===== src/rtl/tx_core_pkg.sv =====
// Shared types and default constants for the tx_core serial transmitter.
package tx_core_pkg;

  // Frame sequencer states; PARITY is only visited when TX_CORE_PARITY_EN is defined.
  typedef enum logic [2:0] {
    IDLE   = 3'd0,
    START  = 3'd1,
    DATA   = 3'd2,
    PARITY = 3'd3,
    STOP   = 3'd4
  } state_e;

  localparam int unsigned DEF_CLK_FREQUENCY = 100_000_000;
  localparam int unsigned DEF_BAUD_RATE     = 19_200;

  // Clock cycles per serial bit (integer division, remainder dropped).
  function automatic int unsigned bit_cycles(input int unsigned clk_hz, input int unsigned baud);
    return clk_hz / baud;
  endfunction

endpackage


===== src/rtl/tx_baud_timer.sv =====
// Bit-period counter: counts 0..BIT_CYCLES-1, wraps, and flags the terminal count.
module tx_baud_timer #(
  parameter int unsigned BIT_CYCLES = 5208
) (
  input  logic clk,
  input  logic rst,
  input  logic clear,
  output logic tick
);

  localparam int unsigned       CNT_W = (BIT_CYCLES > 1) ? $clog2(BIT_CYCLES) : 1;
  localparam logic [CNT_W-1:0]  LAST  = CNT_W'(BIT_CYCLES - 1);

  logic [CNT_W-1:0] cnt_q, cnt_d;

  assign tick = (cnt_q == LAST);

  // Next count: hold at zero while cleared, wrap on the terminal count.
  always_comb begin
    cnt_d = cnt_q + CNT_W'(1);
    if (clear || tick) cnt_d = '0;
  end

  // Count register with synchronous reset.
  always_ff @(posedge clk) begin
    if (rst) cnt_q <= '0;
    else     cnt_q <= cnt_d;
  end

endmodule


===== src/rtl/tx_core.sv =====
// Asynchronous-serial transmitter: start bit, 8 data bits LSB first,
// optional odd parity bit, one stop bit. tx and tx_busy are registered.
// Build option: define TX_CORE_PARITY_EN to insert the parity bit
// (11-bit frame); without it the frame is 10 bits.
module tx_core
  import tx_core_pkg::*;
#(
  parameter int unsigned CLK_FREQUENCY = DEF_CLK_FREQUENCY,
  parameter int unsigned BAUD_RATE     = DEF_BAUD_RATE
) (
  input  logic       clk,
  input  logic       rst,
  input  logic       send_data,
  input  logic [7:0] data_tx,
  output logic       tx,
  output logic       tx_busy
);

  localparam int unsigned BIT_CYCLES = bit_cycles(CLK_FREQUENCY, BAUD_RATE);

  state_e     state_q, state_d;
  logic [7:0] shreg_q, shreg_d;
  logic [2:0] idx_q, idx_d;
  logic       tx_q, tx_d;
  logic       busy_q, busy_d;
  logic       tick;

  // The timer is held at zero in IDLE so every frame starts on a fresh bit period.
  tx_baud_timer #(
    .BIT_CYCLES(BIT_CYCLES)
  ) u_timer (
    .clk  (clk),
    .rst  (rst),
    .clear(state_q == IDLE),
    .tick (tick)
  );

  assign tx      = tx_q;
  assign tx_busy = busy_q;

  // Next-state and next-output logic; outputs are computed one cycle ahead
  // so the line level changes exactly on each bit boundary.
  always_comb begin
    state_d = state_q;
    shreg_d = shreg_q;
    idx_d   = idx_q;
    tx_d    = tx_q;
    busy_d  = busy_q;
    case (state_q)
      IDLE: begin
        tx_d   = 1'b1;
        busy_d = 1'b0;
        if (send_data) begin
          shreg_d = data_tx;
          idx_d   = 3'd0;
          state_d = START;
          tx_d    = 1'b0;
          busy_d  = 1'b1;
        end
      end
      START: begin
        if (tick) begin
          state_d = DATA;
          idx_d   = 3'd0;
          tx_d    = shreg_q[0];
        end
      end
      DATA: begin
        if (tick) begin
          if (idx_q == 3'd7) begin
`ifdef TX_CORE_PARITY_EN
            state_d = PARITY;
            tx_d    = ~(^shreg_q);
`else
            state_d = STOP;
            tx_d    = 1'b1;
`endif
          end else begin
            idx_d = idx_q + 3'd1;
            tx_d  = shreg_q[idx_q + 3'd1];
          end
        end
      end
      PARITY: begin
        if (tick) begin
          state_d = STOP;
          tx_d    = 1'b1;
        end
      end
      STOP: begin
        if (tick) begin
          state_d = IDLE;
          tx_d    = 1'b1;
          busy_d  = 1'b0;
        end
      end
      default: begin
        state_d = IDLE;
        tx_d    = 1'b1;
        busy_d  = 1'b0;
      end
    endcase
  end

  // State and output registers; reset returns the line to idle mid-frame too.
  always_ff @(posedge clk) begin
    if (rst) begin
      state_q <= IDLE;
      shreg_q <= 8'h00;
      idx_q   <= 3'd0;
      tx_q    <= 1'b1;
      busy_q  <= 1'b0;
    end else begin
      state_q <= state_d;
      shreg_q <= shreg_d;
      idx_q   <= idx_d;
      tx_q    <= tx_d;
      busy_q  <= busy_d;
    end
  end

endmodule


===== config.mk =====
export PLATFORM = sky130hd
export DESIGN_NAME = tx_core
export DESIGN_NICKNAME = d
export VERILOG_FILES = /design/src/rtl/tx_core_pkg.sv /design/src/rtl/tx_baud_timer.sv /design/src/rtl/tx_core.sv
export SDC_FILE = /design/constraint.sdc
export NUM_CORES = 1
export LEC_CHECK = 0
export CORE_ASPECT_RATIO = 0.75
export CORE_MARGIN = 4
export CORE_UTILIZATION = 40
export CTS_BUF_LIST = sky130_fd_sc_hd__clkbuf_4
export DETAILED_ROUTE_END_ITERATION = 10
export GPL_TIMING_DRIVEN = 0
export PLACE_DENSITY = 0.57
export SLEW_MARGIN = 20
export SYNTH_ARGS = -nofsm -noshare
export SYNTH_HDL_FRONTEND = slang
export SYNTH_HIERARCHICAL = 1
export SYNTH_SLANG_ARGS = --single-unit

===== constraint.sdc =====
create_clock -name clk -period 4.1 [get_ports clk]
set_clock_uncertainty 0.15 [all_clocks]
set_input_delay 0.615 -clock clk [delete_from_list [all_inputs] [get_ports clk]]
set_output_delay 0.615 -clock clk [all_outputs]
set_load 0.005 [all_outputs]

After elaboration in Yosys (flattened, before gate mapping)
Index checks and enable logic that the tools add are counted.
{ "word_totals": {"in_bits": 11, "reg_bits": 29} }
{ "op_classes": {"n_eq_ne": 14, "bitwise": 1, "muxes": 22, "reduce_logical": 11, "order_cmp": 1, "addsub": 2} }
{ "ops": {"columns": ["cell", "count"], "rows": [
  ["3-bit two-way mux", 9],
  ["3-bit one-hot mux with 5 select lines", 1],
  ["13-bit by 1-bit adder with 13-bit output, second input constant", 1],
  ["13-bit == test, second input constant", 1],
  ["2-bit by 1-bit inequality test with 1-bit output, second input constant", 5],
  ["3-bit one-hot mux with 3 select lines", 1],
  ["1-bit two-way mux", 8],
  ["3-bit by 2-bit == test with 1-bit output, second input constant", 2],
  ["3-bit == test, second input constant", 2],
  ["2-bit inequality test, second input constant", 3],
  ["6-bit AND reduction", 1],
  ["5-bit AND reduction", 1],
  ["3-bit by 4-bit < comparator with 1-bit output, second input constant", 1],
  ["1-bit one-hot mux with 4 select lines", 1],
  ["2-bit AND reduction", 2],
  ["2-bit OR reduction", 2],
  ["3-bit by 1-bit adder with 3-bit output, second input constant", 1],
  ["1-bit binary-select mux with 3-bit select", 1],
  ["3-bit by 1-bit == test with 1-bit output, second input constant", 1],
  ["3-bit zero test", 1],
  ["1-bit one-hot mux with 3 select lines", 1],
  ["3-bit AND reduction", 1],
  ["3-bit nonzero test", 1],
  ["3-bit OR reduction", 1],
  ["2 further kinds", 2]
]} }

Longest topological paths before layout
{ "logic_depth": {"word_depth": 6, "ltp_mapped": 7, "depth_no_buf": 7} }

Cells and area by module
Netlist, hierarchy kept.
{ "by_module_without_submodules": {"columns": ["mod", "instances", "cells_each", "area_each_um2"], "rows": [
  ["tx_core", 1, 96, 840.8],
  ["tx_baud_timer", 1, 72, 721.9]
]} }

Worst setup path after synthesis
No wires, ideal clock.
{ "synth_timing": {"path_kind": "reg2reg", "from": "register u_timer.cnt_q[3]", "to": "register idx_q[0]", "path_slack_ns": 1.508, "setup_ns": 0.072, "synth_period_minus_slack_ns": 2.592, "n_path_buf": 1, "stages_incl_launch_ff": 7, "arrival_ns": 2.370, "path_cell_list": "dfxtp_1 > buf_2 > or4b_1 > nor4b_1 > o21ai_0 > a21oi_2 > mux2i_1"} }
{ "synth_via": {"elab_chain_cells": 3} }
{ "synth_lines": {"columns": ["item", "line", "text"], "rows": [
  ["start: declaration", "tx_baud_timer.sv:14", "logic [CNT_W-1:0] cnt_q, cnt_d;"],
  ["start signal: assignment", "tx_baud_timer.sv:27", "else cnt_q <= cnt_d;"],
  ["13-bit == test (*)", "tx_baud_timer.sv:16", "assign tick = (cnt_q == LAST);"],
  ["named net tick", "tx_core.sv:26", "logic tick;"],
  ["2-bit by 1-bit inequality test with 1-bit output (no line)", null, null],
  ["5-bit AND reduction (no line) (*)", null, null],
  ["end signal: assignment", "tx_core.sv:116", "idx_q <= idx_d;"],
  ["end: declaration", "tx_core.sv:23", "logic [2:0] idx_q, idx_d;"]
]} }
Mark *: on every way through the listed nets, which the timed path passes. The rest lies on a longest branch.
A chain may end at the register's enable or synchronous reset.

Worst setup path after layout
{ "layout_timing": {"from": "register u_timer.cnt_q[3]", "to": "register idx_q[1]"} }
Same word-level chain as after synthesis.

==> metrics.txt <==
status=finished clean; total setup buffers inserted after CTS=0; die height=62.1 um; Worst EP arrival=2820 ps; Critical Path RT=4210 ps; routability cong.=0.835; cts repair resizes=0; Via density=5.57; share of cells above drive strength 1=18.1%; Crit path buffers/inverters=1; most frequent cells in the layout=dfxtp_1, nand2_1, clkdlybuf4s50_1; r2r worst-path depth=6; Synth Area in Compound Gates=16.5%; final setup fails=0; hold slack=312 ps; worst-path cell chain=buf_2 > or4b_1 > nor4b_2 > o21ai_0 > a21oi_2 > mux2i_1; Design Area, Final=0.00180 mm^2; antenna-violating nets left=0; largest net degree at the start of global routing=11; FF-to-FF setup slack=1390 ps; # IOs=13; largest family of logic cells by synthesized area=simple AND/OR/NAND/NOR gates; Worst-Margin Slew=783 ps; simple-gate share of the synthesized area=33.4%; final WL=3.40 mm; number of synthesized register bits=29; IO buf count=12; Layout area overhead=15.5%; Crit path largest cell delay=710 ps; cell count after synthesis=168; crit-path leading delay family=simple AND/OR/NAND/NOR gates; Pleak=0.595 nW; R2R Path End=idx_q[1]; VDD IR max=167 uV; Die ar.=0.00498 mm^2; vias in the first global route=1216; CP max FO=8; period utilisation layout=66.1%; GR Util All Layers=14.8%; hold path start=shreg_q[6]; Yosys top cell area share=37.1%; via count=1336; drt wl/cell=14.2 um; CP max-delay cell=nor4b_2; CTS Buf Count=5; # H-tree levels=2; Worst Hold Path Cells=2; largest area contributor in the netlist=dfxtp_1; number of max-cap violations=0; mux share of post-synthesis cell area=4.80%; Die X=80.2 um; CTS tree=done; worst min path class=reg2reg; Tmin final=2710 ps; number of synthesized flops with an enable pin=0; Placed Area=0.00175 mm^2; grt ovf=0; # hold bufs at CTS=0; fillcell total=368; adder-cell share of the synthesized area=2.40%; nets=201; most common cell after layout, fill and taps aside=dfxtp_1; Post-Syn Nets=182; Initial Util=42.1%; Residual DRC=0; Num Clock Sinks=29; synthesized area per cell=9.30 um^2; Max Clk Rate=0.369 GHz; yosys warns=6; Mapped Area=0.00156 mm^2; Clock transition at path regs=90 ps; Hold EP=shreg_q[6]; HPWL Detailed=2.44 mm; initial antenna violation count=0; 1st-iter DRT viols=78; Worst-Skew Late Latency=330 ps; Worst setup EP type=flop; Root Buffer=clkbuf_4; crit path kind=reg2reg; sequential-to-total area share from yosys stat=37.1%; # rows=19; Final Max Tran Viols=0; worst rel slew slack=47.7%; drt first pass iters=4; post-synthesis xor/xnor area fraction=1.68%; RSZ-0062 raised after global routing=false; Synth area leaders=dfxtp_1, nand2_1, a211oi_2; main flop type after synthesis=dfxtp_1; fraction of registers with async set/reset=0%; Core Footprint=0.00371 mm^2; CP Launch Type=flop; Pwr Density=282 mW/mm^2; first-pass GRT wire length=5.69 mm; Ant. Diodes=0; overall power=0.510 mW; r2r startpoint=u_timer/cnt_q[3]; Netlist cell types=49; final hold vios=0; setup TNS=0 ps; Max clock buf depth=2
logic make-up after synthesis:
| family | after synthesis |
|---|---|
| AOI/OAI and AO/OA | 35 |
| buffers and inverters | 10 |
| muxes | 5 |
| adders and majority gates | 3 |
| and+or+nand+nor | 83 |
| xor gates and xnor gates | 3 |
| DFF | 29 |
metal layers:
metal	wire length [um]	vias up	share of wire [%]	GRT usage (%)
li1	-	661	-	-
met1	1810	628	53	22.3
met2	1350	42	40	19.1
met3	192	5	5.7	4.48
met4	44	0	1.3	6.33
met5	0	-	0	0
power breakdown:
part | internal [mW] | total [mW] | switching (mW)
Sequential | 0.290 | 0.295 | 0.00522
Combinational | 0.0265 | 0.0518 | 0.0252
Clock | 0.0618 | 0.163 | 0.101
Yosys cell counts (2+ instances only):
library cell and n:
buf_6 3, a211oi_2 6, nor4b_1 3, nor4_1 3, or4_1 2, nor3b_1 4, nor3_1 3, nor2_1 6
nand2_1 24, o31ai_1 2, a22oi_1 2, buf_2 3, nor3_2 4, dfxtp_1 29, nand3_1 5, nand2b_1 6
buf_1 2, xnor2_1 2, or2_2 2, o21ai_0 7, or3_1 3, a21oi_1 10, mux2i_1 3, ha_1 3
nand3b_1 3, a31oi_1 3, mux4_2 2, nand4_1 2
state kept, by name (all words and copies together) (netlist names):
| name | cells |
|---|---|
| shreg_q | 8 |
| u_timer/cnt_q | 13 |
| idx_q | 3 |
| state_q | 3 |
| tx_busy | 1 |
| tx | 1 |
area by class of cell:
cell class / count / area (um^2) / share of cell area [%]
Inverter: 1 / 3.75 / 0.208
Sequential cell: 29 / 581 / 32.2
Tap cell: 52 / 65.1 / 3.61
Timing Repair Buffer: 12 / 120 / 6.66
Clock buffer: 5 / 37.5 / 2.08
Multi-Input combinational cell: 129 / 925 / 51.2
Clock inverter: 3 / 12.5 / 0.693
Buffer: 9 / 60.1 / 3.33
worst reg2reg max path, stage by stage, from the launching register on:
cell	delay [ps]
dfxtp_1	310
buf_2	160
or4b_1	530
nor4b_2	710
o21ai_0	260
a21oi_2	310
mux2i_1	210
per-stage QoR:
step	instances	util (%)	worst slack, ps
2_1_floorplan	168	-	1510
3_3_place_gp	232	47.1	958
3_5_place_dp	232	47.3	1430
4_1_cts	240	48.7	1390
5_1_grt	240	48.7	1190
6_report	240	48.7	1390
worst max-delay path by stage:
stage                     start  slack, ps  depth (start not counted)  endpoint
2_1_floorplan  u_timer/cnt_q[3]       1510                          6  idx_q[0]
3_3_place_gp   u_timer/cnt_q[3]        960                          6  idx_q[0]
3_5_place_dp   u_timer/cnt_q[3]       1430                          6  idx_q[1]
4_1_cts        u_timer/cnt_q[3]       1390                          6  idx_q[1]
5_1_grt        u_timer/cnt_q[3]       1190                          6  idx_q[0]
6_report       u_timer/cnt_q[3]       1390                          6  idx_q[1]
Note: power is estimated with default switching activity, not from simulation.
